==> src/rtl/otter_fetch_pkg.sv <==
// Shared types for the OTTER instruction fetch unit.
//   fetch_state_t : fetch FSM states (IDLE, REQ, WAIT, DROP)
//   fetch_entry_t : one fetched entry, {pc, instr, misalign}, 32-bit PC/instr
//   NOP_INSTR     : canonical RV32I no-op (addi x0,x0,0)
package otter_fetch_pkg;

  localparam logic [31:0] NOP_INSTR = 32'h0000_0013;

  typedef enum logic [1:0] {
    IDLE = 2'd0,
    REQ  = 2'd1,
    WAIT = 2'd2,
    DROP = 2'd3
  } fetch_state_t;

  typedef struct packed {
    logic [31:0] pc;
    logic [31:0] instr;
    logic        misalign;
  } fetch_entry_t;

endpackage

==> src/rtl/fetch_buffer.sv <==
// Circular output buffer between the fetch FSM and decode.
// Ports:
//   clk_i, rst_i     clock, synchronous active-high reset
//   flush_i          drop all entries this edge (wins over a concurrent pop)
//   push_i, data_i   append one entry (caller guarantees a free slot)
//   pop_i            remove head; ignored when empty
//   head_o           head entry, all zeros when empty
//   count_o, empty_o occupancy
module fetch_buffer
  import otter_fetch_pkg::*;
#(
  parameter int DEPTH = 2,
  parameter int W     = $bits(fetch_entry_t)
) (
  input  logic                     clk_i,
  input  logic                     rst_i,
  input  logic                     flush_i,
  input  logic                     push_i,
  input  logic [W-1:0]             data_i,
  input  logic                     pop_i,
  output logic [W-1:0]             head_o,
  output logic [$clog2(DEPTH):0]   count_o,
  output logic                     empty_o
);

  localparam int IDX_W = $clog2(DEPTH);

  // Pointers carry one extra wrap bit so full and empty are distinct.
  logic [IDX_W:0] wr_q, rd_q;
  logic [W-1:0]   mem_q [DEPTH];

  assign count_o = wr_q - rd_q;
  assign empty_o = (count_o == '0);
  assign head_o  = empty_o ? '0 : mem_q[rd_q[IDX_W-1:0]];

  always_ff @(posedge clk_i) begin
    if (rst_i || flush_i) begin
      wr_q <= '0;
      rd_q <= '0;
    end else begin
      if (push_i)             wr_q <= wr_q + 1'b1;
      if (pop_i && !empty_o)  rd_q <= rd_q + 1'b1;
    end
  end

  always_ff @(posedge clk_i) begin
    if (push_i && !rst_i && !flush_i) mem_q[wr_q[IDX_W-1:0]] <= data_i;
  end

endmodule

==> src/rtl/instr_fetch_unit.sv <==
// OTTER instruction fetch unit: samples PC_CNT, issues one outstanding imem
// read, buffers {pc, instr} for decode and pulses pc_write when a fetch lands.
// Optional feature macro: FETCH_MISALIGN_TRAP_EN (misaligned PC pushes a
// flagged entry instead of issuing a read).
// Ports:
//   fetch_clk, fetch_rst              clock, synchronous active-high reset
//   PC_CNT, pc_write                  PC register value in, advance pulse out
//   imem_req/addr/ack/rvalid/rdata    instruction memory read port
//   fetch_flush                       redirect: discard buffer and in-flight
//   if_valid/ready/pc/instr/misalign  decode handshake, head of buffer
module instr_fetch_unit
  import otter_fetch_pkg::*;
#(
  parameter int BUF_DEPTH = 2,
  parameter int ADDR_W    = 32,
  parameter int DATA_W    = 32
) (
  input  logic              fetch_clk,
  input  logic              fetch_rst,
  input  logic [ADDR_W-1:0] PC_CNT,
  output logic              pc_write,
  output logic              imem_req,
  output logic [ADDR_W-1:0] imem_addr,
  input  logic              imem_ack,
  input  logic              imem_rvalid,
  input  logic [DATA_W-1:0] imem_rdata,
  input  logic              fetch_flush,
  output logic              if_valid,
  input  logic              if_ready,
  output logic [ADDR_W-1:0] if_pc,
  output logic [DATA_W-1:0] if_instr,
  output logic              if_misalign
);

  typedef struct packed {
    logic [ADDR_W-1:0] pc;
    logic [DATA_W-1:0] instr;
    logic              misalign;
  } entry_t;

  localparam int CNT_W = $clog2(BUF_DEPTH) + 1;

`ifdef FETCH_MISALIGN_TRAP_EN
  localparam bit TRAP_EN = 1'b1;
`else
  localparam bit TRAP_EN = 1'b0;
`endif

  fetch_state_t      state_q, state_d;
  logic [ADDR_W-1:0] addr_q, addr_d;
  logic              push, pop, buf_empty;
  entry_t            push_entry, head;
  logic [CNT_W-1:0]  count;
  logic              pc_mis;
  logic [ADDR_W-1:0] pc_aligned;

  // Without the trap the low PC bits are simply dropped on the address.
  assign pc_aligned = PC_CNT & ~ADDR_W'(3);
  assign pc_mis     = TRAP_EN && (PC_CNT[1:0] != 2'b00);

  always_comb begin
    state_d    = state_q;
    addr_d     = addr_q;
    push       = 1'b0;
    pc_write   = 1'b0;
    push_entry = '0;
    case (state_q)
      IDLE: begin
        // count < BUF_DEPTH reserves a slot for the read about to be issued.
        if (!fetch_flush && (count < CNT_W'(BUF_DEPTH))) begin
          if (pc_mis) begin
            push                = 1'b1;
            pc_write            = 1'b1;
            push_entry.pc       = PC_CNT;
            push_entry.misalign = 1'b1;
          end else begin
            state_d = REQ;
            addr_d  = pc_aligned;
          end
        end
      end
      REQ: begin
        if (imem_ack)         state_d = fetch_flush ? DROP : WAIT;
        else if (fetch_flush) state_d = IDLE;
      end
      WAIT: begin
        if (imem_rvalid) begin
          state_d = IDLE;
          if (!fetch_flush) begin
            push             = 1'b1;
            pc_write         = 1'b1;
            push_entry.pc    = addr_q;
            push_entry.instr = imem_rdata;
          end
        end else if (fetch_flush) begin
          state_d = DROP;
        end
      end
      DROP: begin
        if (imem_rvalid) state_d = IDLE;
      end
      default: state_d = IDLE;
    endcase
    // Reset must not leak a combinational push/pc_write out of a stale state.
    if (fetch_rst) begin
      push     = 1'b0;
      pc_write = 1'b0;
    end
  end

  always_ff @(posedge fetch_clk) begin
    if (fetch_rst) begin
      state_q <= IDLE;
      addr_q  <= '0;
    end else begin
      state_q <= state_d;
      addr_q  <= addr_d;
    end
  end

  assign pop = if_valid && if_ready;

  fetch_buffer #(
    .DEPTH (BUF_DEPTH),
    .W     ($bits(entry_t))
  ) u_buf (
    .clk_i   (fetch_clk),
    .rst_i   (fetch_rst),
    .flush_i (fetch_flush),
    .push_i  (push),
    .data_i  (push_entry),
    .pop_i   (pop),
    .head_o  (head),
    .count_o (count),
    .empty_o (buf_empty)
  );

  assign imem_req    = (state_q == REQ);
  assign imem_addr   = addr_q;
  assign if_valid    = !buf_empty;
  assign if_pc       = head.pc;
  assign if_instr    = head.instr;
  assign if_misalign = head.misalign & TRAP_EN;

endmodule

==> config.mk <==
export PLATFORM = sky130hd
export DESIGN_NAME = instr_fetch_unit
export DESIGN_NICKNAME = d
export VERILOG_FILES = /design/src/rtl/otter_fetch_pkg.sv /design/src/rtl/fetch_buffer.sv /design/src/rtl/instr_fetch_unit.sv
export SDC_FILE = /design/constraint.sdc
export NUM_CORES = 1
export LEC_CHECK = 0
export CAP_MARGIN = 20
export CORE_MARGIN = 3
export CORE_UTILIZATION = 60
export CTS_CLUSTER_SIZE = 24
export DETAILED_ROUTE_END_ITERATION = 16
export DONT_BUFFER_PORTS = 1
export PLACE_DENSITY = 0.76
export SLEW_MARGIN = 20
export SYNTH_ARGS = -nofsm -noshare
export SYNTH_HDL_FRONTEND = slang
export SYNTH_HIERARCHICAL = 1
export SYNTH_SLANG_ARGS = --single-unit
==> constraint.sdc <==
create_clock -name fetch_clk -period 7 [get_ports fetch_clk]
set_input_delay 0.7 -clock fetch_clk [delete_from_list [all_inputs] [get_ports fetch_clk]]
set_output_delay 0.7 -clock fetch_clk [all_outputs]
set_load 0.01 [all_outputs]
==> results of run 1 <==
## critical path, stage by stage, from the launching register on
cell and delay (ns):
dfxtp_1 0.39, inv_1 0.08, ha_1 0.36, and2_4 0.66, nor2_1 0.26
## layout make-up
cell class                 instances  area [sq um]
antenna                            2          5.00
clock buffer                      22           528
clock inverter                    10          77.6
fill                             802          3490
inverter                           3          11.3
multi-input combinational        325          1960
sequential                       165          4590
tap                              140           175
timing repair buffer               5          57.6
## through the flow
stage	worst slack, ns	instances	power (mW)
finish	4.01	672	2.02
global route	3.85	672	2.09
global placement	3.96	637	1.13
CTS	4.01	669	2.04
floorplan	3.31	527	1.13
detailed placement	3.91	637	1.14
## power groups by stage
stage	clock [mW]	combinational, mW	sequential, mW
after CTS	0.922	0.0405	1.08
final	0.903	0.0403	1.08
after detailed placement	0	0.0404	1.10
after global placement	0	0.0382	1.10
after floorplan	0	0.0411	1.09
after global routing	0.971	0.0466	1.08
## layer usage
metal | routed length, microns | track usage, % | vias up
met3 | 1050 | 6.90 | 21
met4 | 225 | 8.19 | 0
met2 | 6240 | 35.1 | 163
met1 | 4920 | 23.9 | 1816
li1 | - | - | 1804
met5 | 0 | 0 | -
## sequential cells by signal, summed over array words and instances (netlist names), named ones only
register     flops
u_buf/rd_q       2
imem_addr       30
state_q          2
u_buf/mem_q    128
u_buf/wr_q       2
## worst paths after layout
check	from	to	slack, ns	cells past startpoint
min reg2reg	imem_addr[13]$_SDFFE_PP0P_	imem_addr[13]$_SDFFE_PP0P_	0.51	2
min	fetch_rst	imem_addr[22]$_SDFFE_PP0P_	0.25	1
max	u_buf/wr_q[0]$_SDFFE_PP0P_	if_pc[31]	4.01	4
max reg2reg	state_q[1]$_SDFFE_PP0P_	u_buf/mem_q[0][29]$_DFFE_PP_	4.37	4
==> reports/results.ini, run 1 <==
[floorplanning]
fp.dieArea_sq_um = 12500
floorplan.initialDensity_pct = 61.8
rows = 38
die_x_microns = 112
design.portCount = 170
dieHeight_microns = 112
coreArea_sq_um = 10900

[final_layout]
layout-area-overhead-vs-synth_pct = 9.95
num-nets-final = 588
final_design_area_no_fill_sq_um = 7400
layout_commonest_cell = edfxtp_1
post_route_cells_drive_above_1_share_pct = 8.68
most-common-layout-cells = edfxtp_1, nor2_1, nand2_1, mux2i_1, and2_1
postLayoutCoreUtil_pct = 68.0

[clocking]
cts_made_buffers = 17
cts.sink_count = 165
cts.repair_timing.setup_buffer_count = 0
cts_root_buffer = clkbuf_8
cts.repair.resized = 0
cts_max_path_buffers = 2
clkLatencyLatePin_ns = 0.51
clk_pin_slew_ns = 0.06
hold_buffers = 0
cts_tree = done
cts-htree-levels = 4

[worst_hold_path]
min-delay-path-class = input pin to register

[power_and_ir_drop]
share_clk_of_total_power_pct = 44.7
comb_power_share_pct = 2.0
power_frac_seq_pct = 53.3
leakage_nw = 2.58
p_int_mw = 1.61
vdd_ir_drop_max_v = 0.000182
p_sw_mw = 0.412
switching_share_pct = 20.4
power.density_nw_per_um2 = 273

[drt]
detailedRoute.firstIterationViolations = 202
detail_route.drc_violations = 0
route.vias.total = 3804
vias_per_cell = 5.66
wl_per_cell_microns = 18.5
detail-route-antenna-nets = 0
drt_wl_total_mm = 12.4
dr.pass1.iters = 5

[setup_path]
timing.critical_path.required_ns = 6.30
cp-start-kind = register
worst_ep_arrival_time_ns = 2.29
critical_path.endpoint_type = primary output
critPathMaxFanout = 66
timing.setup.critical_path_class = register to primary output

[sta]
relSlewSlack_pct = 41.9
tightest_slew_ns = 0.872
totalNegativeSetupSlack_ns = 0
highest_clock_frequency_the_design_can_meet_mhz = 334
final.min_clock_period_ns = 2.99
hold_viol = 0
setup_violating_endpoint_count_in_the_final_report = 0
grt_setup_unrepaired = false
final.hold.worst_slack_ns = 0.248
report.final.slew_viol_count = 0
clock_skew_ns = 0.00972
period_share_pct = 42.7

[logic_synthesis]
synth_warnings = 6
syn-instance-count = 521
synth.avg_cell_area_sq_um = 12.9
syn_area_sq_um = 6730

[grt]
pin_count_of_the_biggest_net_entering_global_routing = 67
via_count_of_the_first_global_routing_pass = 3944
grt_antenna_before_repair = 2
grt_first_pass_wirelength_mm = 20.1
globalRouteOverflowTotal = 0
global_route_usage_sum_pct = 20.5

[place]
io_port_bufs = 0
detailed_place_hpwl_mm = 7.68
gpl.final_weighted_congestion = 0.759
dpl-instance-area_sq_um = 6760

[status]
outcome = finished clean

[run]
drv.max_cap_violation_count = 0

Note: power is estimated with default switching activity, not from simulation.
==> run 2, diff against run 1 <==
Settings changed: CORE_UTILIZATION 60 to 57, PLACE_DENSITY 0.76 to 0.75.
Clock period 7 ns to 2.68 ns, I/O delays scaled along.
==> run 2 against run 1 <==
Against the previous run: total power grew to 2.6 times the previous value; die area up 5.0%; register-to-register slack got worse by 4.1 ns; critical path type unchanged; highest routed layer unchanged.
==> reports/results.ini, run 2 (synthesized netlist as in run 1, its figures left out) <==
[clocking]
cts_root_buffer = clkbuf_16  ; was clkbuf_8
clkLatencyLatePin_ns = 0.42  ; was 0.51 ns
cts.repair_timing.setup_buffer_count = 0  ; unchanged
cts_made_buffers = 17  ; unchanged
hold_buffers = 33  ; was 0
clk_pin_slew_ns = 0.06  ; about the same
cts.repair.resized = 0  ; unchanged
cts_max_path_buffers = 2  ; unchanged
cts-htree-levels = 4  ; unchanged
cts_tree = done  ; unchanged
cts.sink_count = 165  ; unchanged

[setup_path]
timing.critical_path.required_ns = 2.41  ; was 6.30 ns
critical_path.endpoint_type = primary output  ; unchanged
cp-start-kind = register  ; unchanged
worst_ep_arrival_time_ns = 2.21  ; was 2.29 ns
timing.setup.critical_path_class = register to primary output  ; unchanged
critPathMaxFanout = 43  ; was 66

[final_layout]
most-common-layout-cells = edfxtp_1, nor2_1, nand2_1, mux2i_1, and2_1  ; unchanged
layout_commonest_cell = edfxtp_1  ; unchanged
post_route_cells_drive_above_1_share_pct = 8.61  ; was 8.68%
layout-area-overhead-vs-synth_pct = 15.3  ; was 9.95%
largest_register_ffs = 128  ; unchanged
num-nets-final = 627  ; was 588
antennaDiodeCount = 0  ; was 2
final_design_area_no_fill_sq_um = 7760  ; was 7400 sq um

[sta]
period_share_pct = 92.5
hold_viol = 0  ; unchanged
tightest_slew_ns = 0.553  ; was 0.872 ns
totalNegativeSetupSlack_ns = 0  ; unchanged
final.min_clock_period_ns = 2.48
relSlewSlack_pct = 63.2  ; was 41.9%
grt_setup_unrepaired = false  ; unchanged
highest_clock_frequency_the_design_can_meet_mhz = 404
setup_violating_endpoint_count_in_the_final_report = 0  ; unchanged
clock_skew_ns = 0.0103  ; was 0.00972 ns
report.final.slew_viol_count = 0  ; unchanged

[grt]
grt_first_pass_wirelength_mm = 20.4  ; was 20.1 mm
grt_antenna_before_repair = 0  ; was 2
globalRouteOverflowTotal = 0  ; unchanged
via_count_of_the_first_global_routing_pass = 4059  ; was 3944
pin_count_of_the_biggest_net_entering_global_routing = 63  ; was 67
global_route_usage_sum_pct = 20.7  ; was 20.5%

[floorplanning]
floorplan.initialDensity_pct = 58.7  ; was 61.8%
die_x_microns = 115  ; was 112 microns
rows = 39  ; was 38
coreArea_sq_um = 11500  ; was 10900 sq um
design.portCount = 170  ; unchanged
fp.dieArea_sq_um = 13100  ; was 12500 sq um
dieHeight_microns = 115  ; was 112 microns

[drt]
route.vias.total = 3936  ; was 3804
dr.pass1.iters = 5  ; unchanged
met2RoutedLength_mm = 6.46  ; was 6.24 mm
detail_route.drc_violations = 0  ; unchanged
routed-wl-met3_mm = 1.25  ; was 1.05 mm
top_layer_used = met4  ; unchanged
detailedRoute.firstIterationViolations = 256  ; was 202
detail-route-antenna-nets = 0  ; unchanged
m1WireLength_mm = 5.27  ; was 4.92 mm
wl_per_cell_microns = 18.6  ; was 18.5 microns
drt_wl_total_mm = 13.3  ; was 12.4 mm
vias_per_cell = 5.53  ; was 5.66

[worst_hold_path]
min-delay-path-class = input pin to register  ; unchanged

[status]
outcome = finished clean  ; unchanged

[power_and_ir_drop]
vdd_ir_drop_max_v = 0.000665  ; was 0.000182 V
power.density_nw_per_um2 = 685  ; was 273 nW/um^2
leakage_nw = 2.74  ; was 2.58 nW
fin_total_pwr_mw = 5.32  ; was 2.02 mW

[place]
io_port_bufs = 0  ; unchanged
dpl-instance-area_sq_um = 6840  ; was 6760 sq um
gpl.final_weighted_congestion = 0.788  ; was 0.759
detailed_place_hpwl_mm = 7.96  ; was 7.68 mm

[run]
drv.max_cap_violation_count = 0  ; unchanged

-- run 2: cell types whose count changed in the layout (fill, tap and decap cells not counted), moves of 3 or more --
cell	delta
buf_12	+3
buf_4	+5
clkbuf_1	+3
clkinv_4	-3
dlygate4sd3_1	+32
inv_6	-3
-- run 2: worst paths after layout --
check	startpoint	endpoint	depth (start not counted)	slack, ns
worst max-delay path	u_buf/wr_q[0]$_SDFFE_PP0P_	if_instr[10]	5	0.20
worst min-delay path	imem_rdata[10]	u_buf/mem_q[0][11]$_DFFE_PP_	1	0.07
worst max register to register	u_buf/wr_q[0]$_SDFFE_PP0P_	imem_addr[23]$_SDFFE_PP0P_	7	0.30
worst min register to register	imem_addr[10]$_SDFFE_PP0P_	imem_addr[10]$_SDFFE_PP0P_	2	0.52
-- run 2: where the power goes --
group,internal [mW],switching (mW)
clock network,1.43,0.917
registers,2.76,0.0502
logic,0.0709,0.0908
-- run 2: through the flow --
step / util (%) / std cells / hold slack [ns] / setup slack (ns)
2_1_floorplan: - / 527 / 0.345 / 0.0781
3_3_place_gp: 59.6 / 647 / 0.340 / 0.714
3_5_place_dp: 59.6 / 647 / 0.342 / 0.646
4_1_cts: 67.7 / 712 / 0.0499 / 0.186
5_1_grt: 67.7 / 712 / 0.0561 / 0.0468
6_report: 67.7 / 712 / 0.0731 / 0.202
-- run 2: layout make-up --
cell class | count | area, sq um
Clock buffer | 25 | 517
Clock inverter | 7 | 67.6
Fill cell | 760 | 3710
Inverter | 3 | 11.3
Multi-Input combinational cell | 325 | 1950
Sequential cell | 165 | 4590
Tap cell | 143 | 179
Timing Repair Buffer | 44 | 448
-- run 2: critical path, stage by stage, from the launching register on --
cell     delay, ns
dfxtp_1       0.38
inv_1         0.07
ha_1          0.35
and2_4        0.35
buf_4         0.44
nor2_1        0.17
-- run 2: metal layers --
metal / global-route usage, % / up-vias
met1: 24.1 / 1853
met3: 7.88 / 28
met4: 9.42 / 0
li1: - / 1882
met2: 33.8 / 173
met5: 0 / -
==> run 3, diff against run 2 <==
Settings changed: CORE_UTILIZATION 57 to 45, PLACE_DENSITY 0.75 to 0.62.
==> run 3 against run 2 <==
Against the previous run: critical path depth did not move; utilization is 14 points lower; worst setup slack better by 0.087 ns.
==> reports/results.ini, run 3 (synthesized netlist as in run 1, its figures left out) <==
[clocking]
clk_pin_slew_ns = 0.06  ; about the same
cts.repair_timing.setup_buffer_count = 0  ; unchanged
cts_made_buffers = 17  ; unchanged
clkLatencyLatePin_ns = 0.41  ; was 0.42 ns
cts_tree = done  ; unchanged
cts_root_buffer = clkbuf_16  ; unchanged
cts-htree-levels = 4  ; unchanged
cts_max_path_buffers = 2  ; unchanged
cts.sink_count = 165  ; unchanged

[power_and_ir_drop]
switching_share_pct = 19.4  ; was 19.9%
leakage_nw = 2.76  ; was 2.74 nW
share_clk_of_total_power_pct = 45.7  ; was 44.1%
comb_power_share_pct = 3.0  ; about the same
power_frac_seq_pct = 51.3  ; was 52.8%
p_int_mw = 4.41  ; was 4.26 mW
p_sw_mw = 1.06  ; about the same
vdd_ir_drop_max_v = 0.000446  ; was 0.000665 V
power.density_nw_per_um2 = 697  ; was 685 nW/um^2

[place]
dpl-instance-area_sq_um = 6870  ; was 6840 sq um
io_port_bufs = 0  ; unchanged
detailed_place_hpwl_mm = 8.62  ; was 7.96 mm
gpl.final_weighted_congestion = 0.701  ; was 0.788

[floorplanning]
design.portCount = 170  ; unchanged
rows = 44  ; was 39
floorplan.initialDensity_pct = 46.1  ; was 58.7%
fp.dieArea_sq_um = 16500  ; was 13100 sq um
die_x_microns = 128  ; was 115 microns
coreArea_sq_um = 14600  ; was 11500 sq um
dieHeight_microns = 128  ; was 115 microns

[run]
drv.max_cap_violation_count = 0  ; unchanged

[final_layout]
layout_commonest_cell = edfxtp_1  ; unchanged
final_design_area_no_fill_sq_um = 7850  ; was 7760 sq um
most-common-layout-cells = edfxtp_1, nor2_1, nand2_1, mux2i_1, and2_1  ; unchanged
multi_input_area_sq_um = 1950  ; about the same
final-seq-area_sq_um = 4590  ; unchanged
post_route_cells_drive_above_1_share_pct = 8.63  ; was 8.61%
largest_register_ffs = 128  ; unchanged
fillCellCount = 1207  ; was 760
num-nets-final = 626  ; was 627
layout-area-overhead-vs-synth_pct = 16.6  ; was 15.3%

[status]
outcome = finished clean  ; unchanged

[sta]
grt_setup_unrepaired = false  ; unchanged
clock_skew_ns = 0.0117  ; was 0.0103 ns
final.min_clock_period_ns = 2.39  ; was 2.48 ns
report.final.slew_viol_count = 0  ; unchanged
period_share_pct = 89.2  ; was 92.5%
totalNegativeSetupSlack_ns = 0  ; unchanged
highest_clock_frequency_the_design_can_meet_mhz = 418  ; was 404 MHz
final.hold.worst_slack_ns = 0.0821  ; was 0.0731 ns
hold_viol = 0  ; unchanged
setup_violating_endpoint_count_in_the_final_report = 0  ; unchanged

[grt]
pin_count_of_the_biggest_net_entering_global_routing = 51  ; was 63
grt_first_pass_wirelength_mm = 21.4  ; was 20.4 mm
global_route_usage_sum_pct = 17.1  ; was 20.7%
via_count_of_the_first_global_routing_pass = 4009  ; was 4059
grt_antenna_before_repair = 1  ; was 0
globalRouteOverflowTotal = 0  ; unchanged

[worst_hold_path]
min-delay-path-class = input pin to register  ; unchanged
hp-start = imem_rdata[1]  ; was imem_rdata[10]

[setup_path]
timing.setup.critical_path_class = register to primary output  ; unchanged
critical_path.endpoint_type = primary output  ; unchanged
worst_ep_arrival_time_ns = 2.12  ; was 2.21 ns
critPathMaxFanout = 43  ; unchanged
timing.critical_path.required_ns = 2.41  ; about the same
crit_path_start = u_buf/wr_q[0]$_SDFFE_PP0P_  ; unchanged
worstReg2RegStart = u_buf/wr_q[0]$_SDFFE_PP0P_  ; unchanged
cp-start-kind = register  ; unchanged

[drt]
dr.pass1.iters = 4  ; was 5
drt_wl_total_mm = 14.0  ; was 13.3 mm
detailedRoute.firstIterationViolations = 255  ; was 256
wl_per_cell_microns = 18.6  ; about the same
detail-route-antenna-nets = 0  ; unchanged
detail_route.drc_violations = 0  ; unchanged
vias_per_cell = 5.26  ; was 5.53
route.vias.total = 3958  ; was 3936

==> run 3: cell count changes in the layout (fill, tap and decap cells not counted), sizes merged <==
cell,previous run,this run
buf,12,11
inv,3,4
diode,0,1
bufinv,1,2
clkinvlp,3,1
==> run 3: critical path: stages, from the launching register on <==
cell     delay (ns)
dfxtp_1        0.38
inv_1          0.07
ha_1           0.35
and2_4         0.38
buf_6          0.36
nor2_1         0.16
==> run 3: repair_timing <==
action | in CTS | in global routing
endpoints found under the hold margin | 35 | 0
endpoints found under the setup margin | 0 | 43
hold buffers | 33 | 0
resized for setup | 0 | 1
==> run 3: power by group through the flow <==
stage          registers, mW  clock network [mW]  logic [mW]
6_report                2.81                2.50       0.162
2_1_floorplan           2.85                   0       0.107
3_3_place_gp            2.86                   0       0.104
4_1_cts                 2.81                2.55       0.159
5_1_grt                 2.81                2.67       0.180
3_5_place_dp            2.86                   0       0.109
==> run 3: per-stage QoR <==
step / setup slack, ns / total power, mW / util (%) / cells
finish: 0.289 / 5.47 / 53.8 / 753
global route: 0.104 / 5.66 / 53.8 / 753
CTS: 0.106 / 5.52 / 53.7 / 752
detailed placement: 0.561 / 2.97 / 47.1 / 687
global placement: 0.616 / 2.97 / 47.1 / 687
floorplan: 0.0781 / 2.96 / - / 527
==> run 3: layout make-up <==
cell class                      instances  area share, %
Antenna cell                            1         0.0319
Clock inverter                          7           1.13
Tap cell                              184           2.93
Clock buffer                           25           6.86
Sequential cell                       165           58.5
Inverter                                3          0.144
Timing Repair Buffer                   43           5.50
Multi-Input combinational cell        325           24.9
==> run 3: worst paths after layout <==
| path | depth (start not counted) | endpoint | slack [ns] |
|---|---|---|---|
| worst max-delay path | 5 | if_pc[23] | 0.29 |
| worst min-delay path | 1 | u_buf/mem_q[0][2]$_DFFE_PP_ | 0.08 |
| worst max register to register | 7 | imem_addr[26]$_SDFFE_PP0P_ | 0.29 |
| worst min register to register | 2 | imem_addr[20]$_SDFFE_PP0P_ | 0.52 |
==> run 3: per-layer routing <==
metal	track usage [%]	wire, microns
met3	5.92	1160
met1	21.3	5740
met4	6.30	213
met2	27.7	6860
met5	0	0
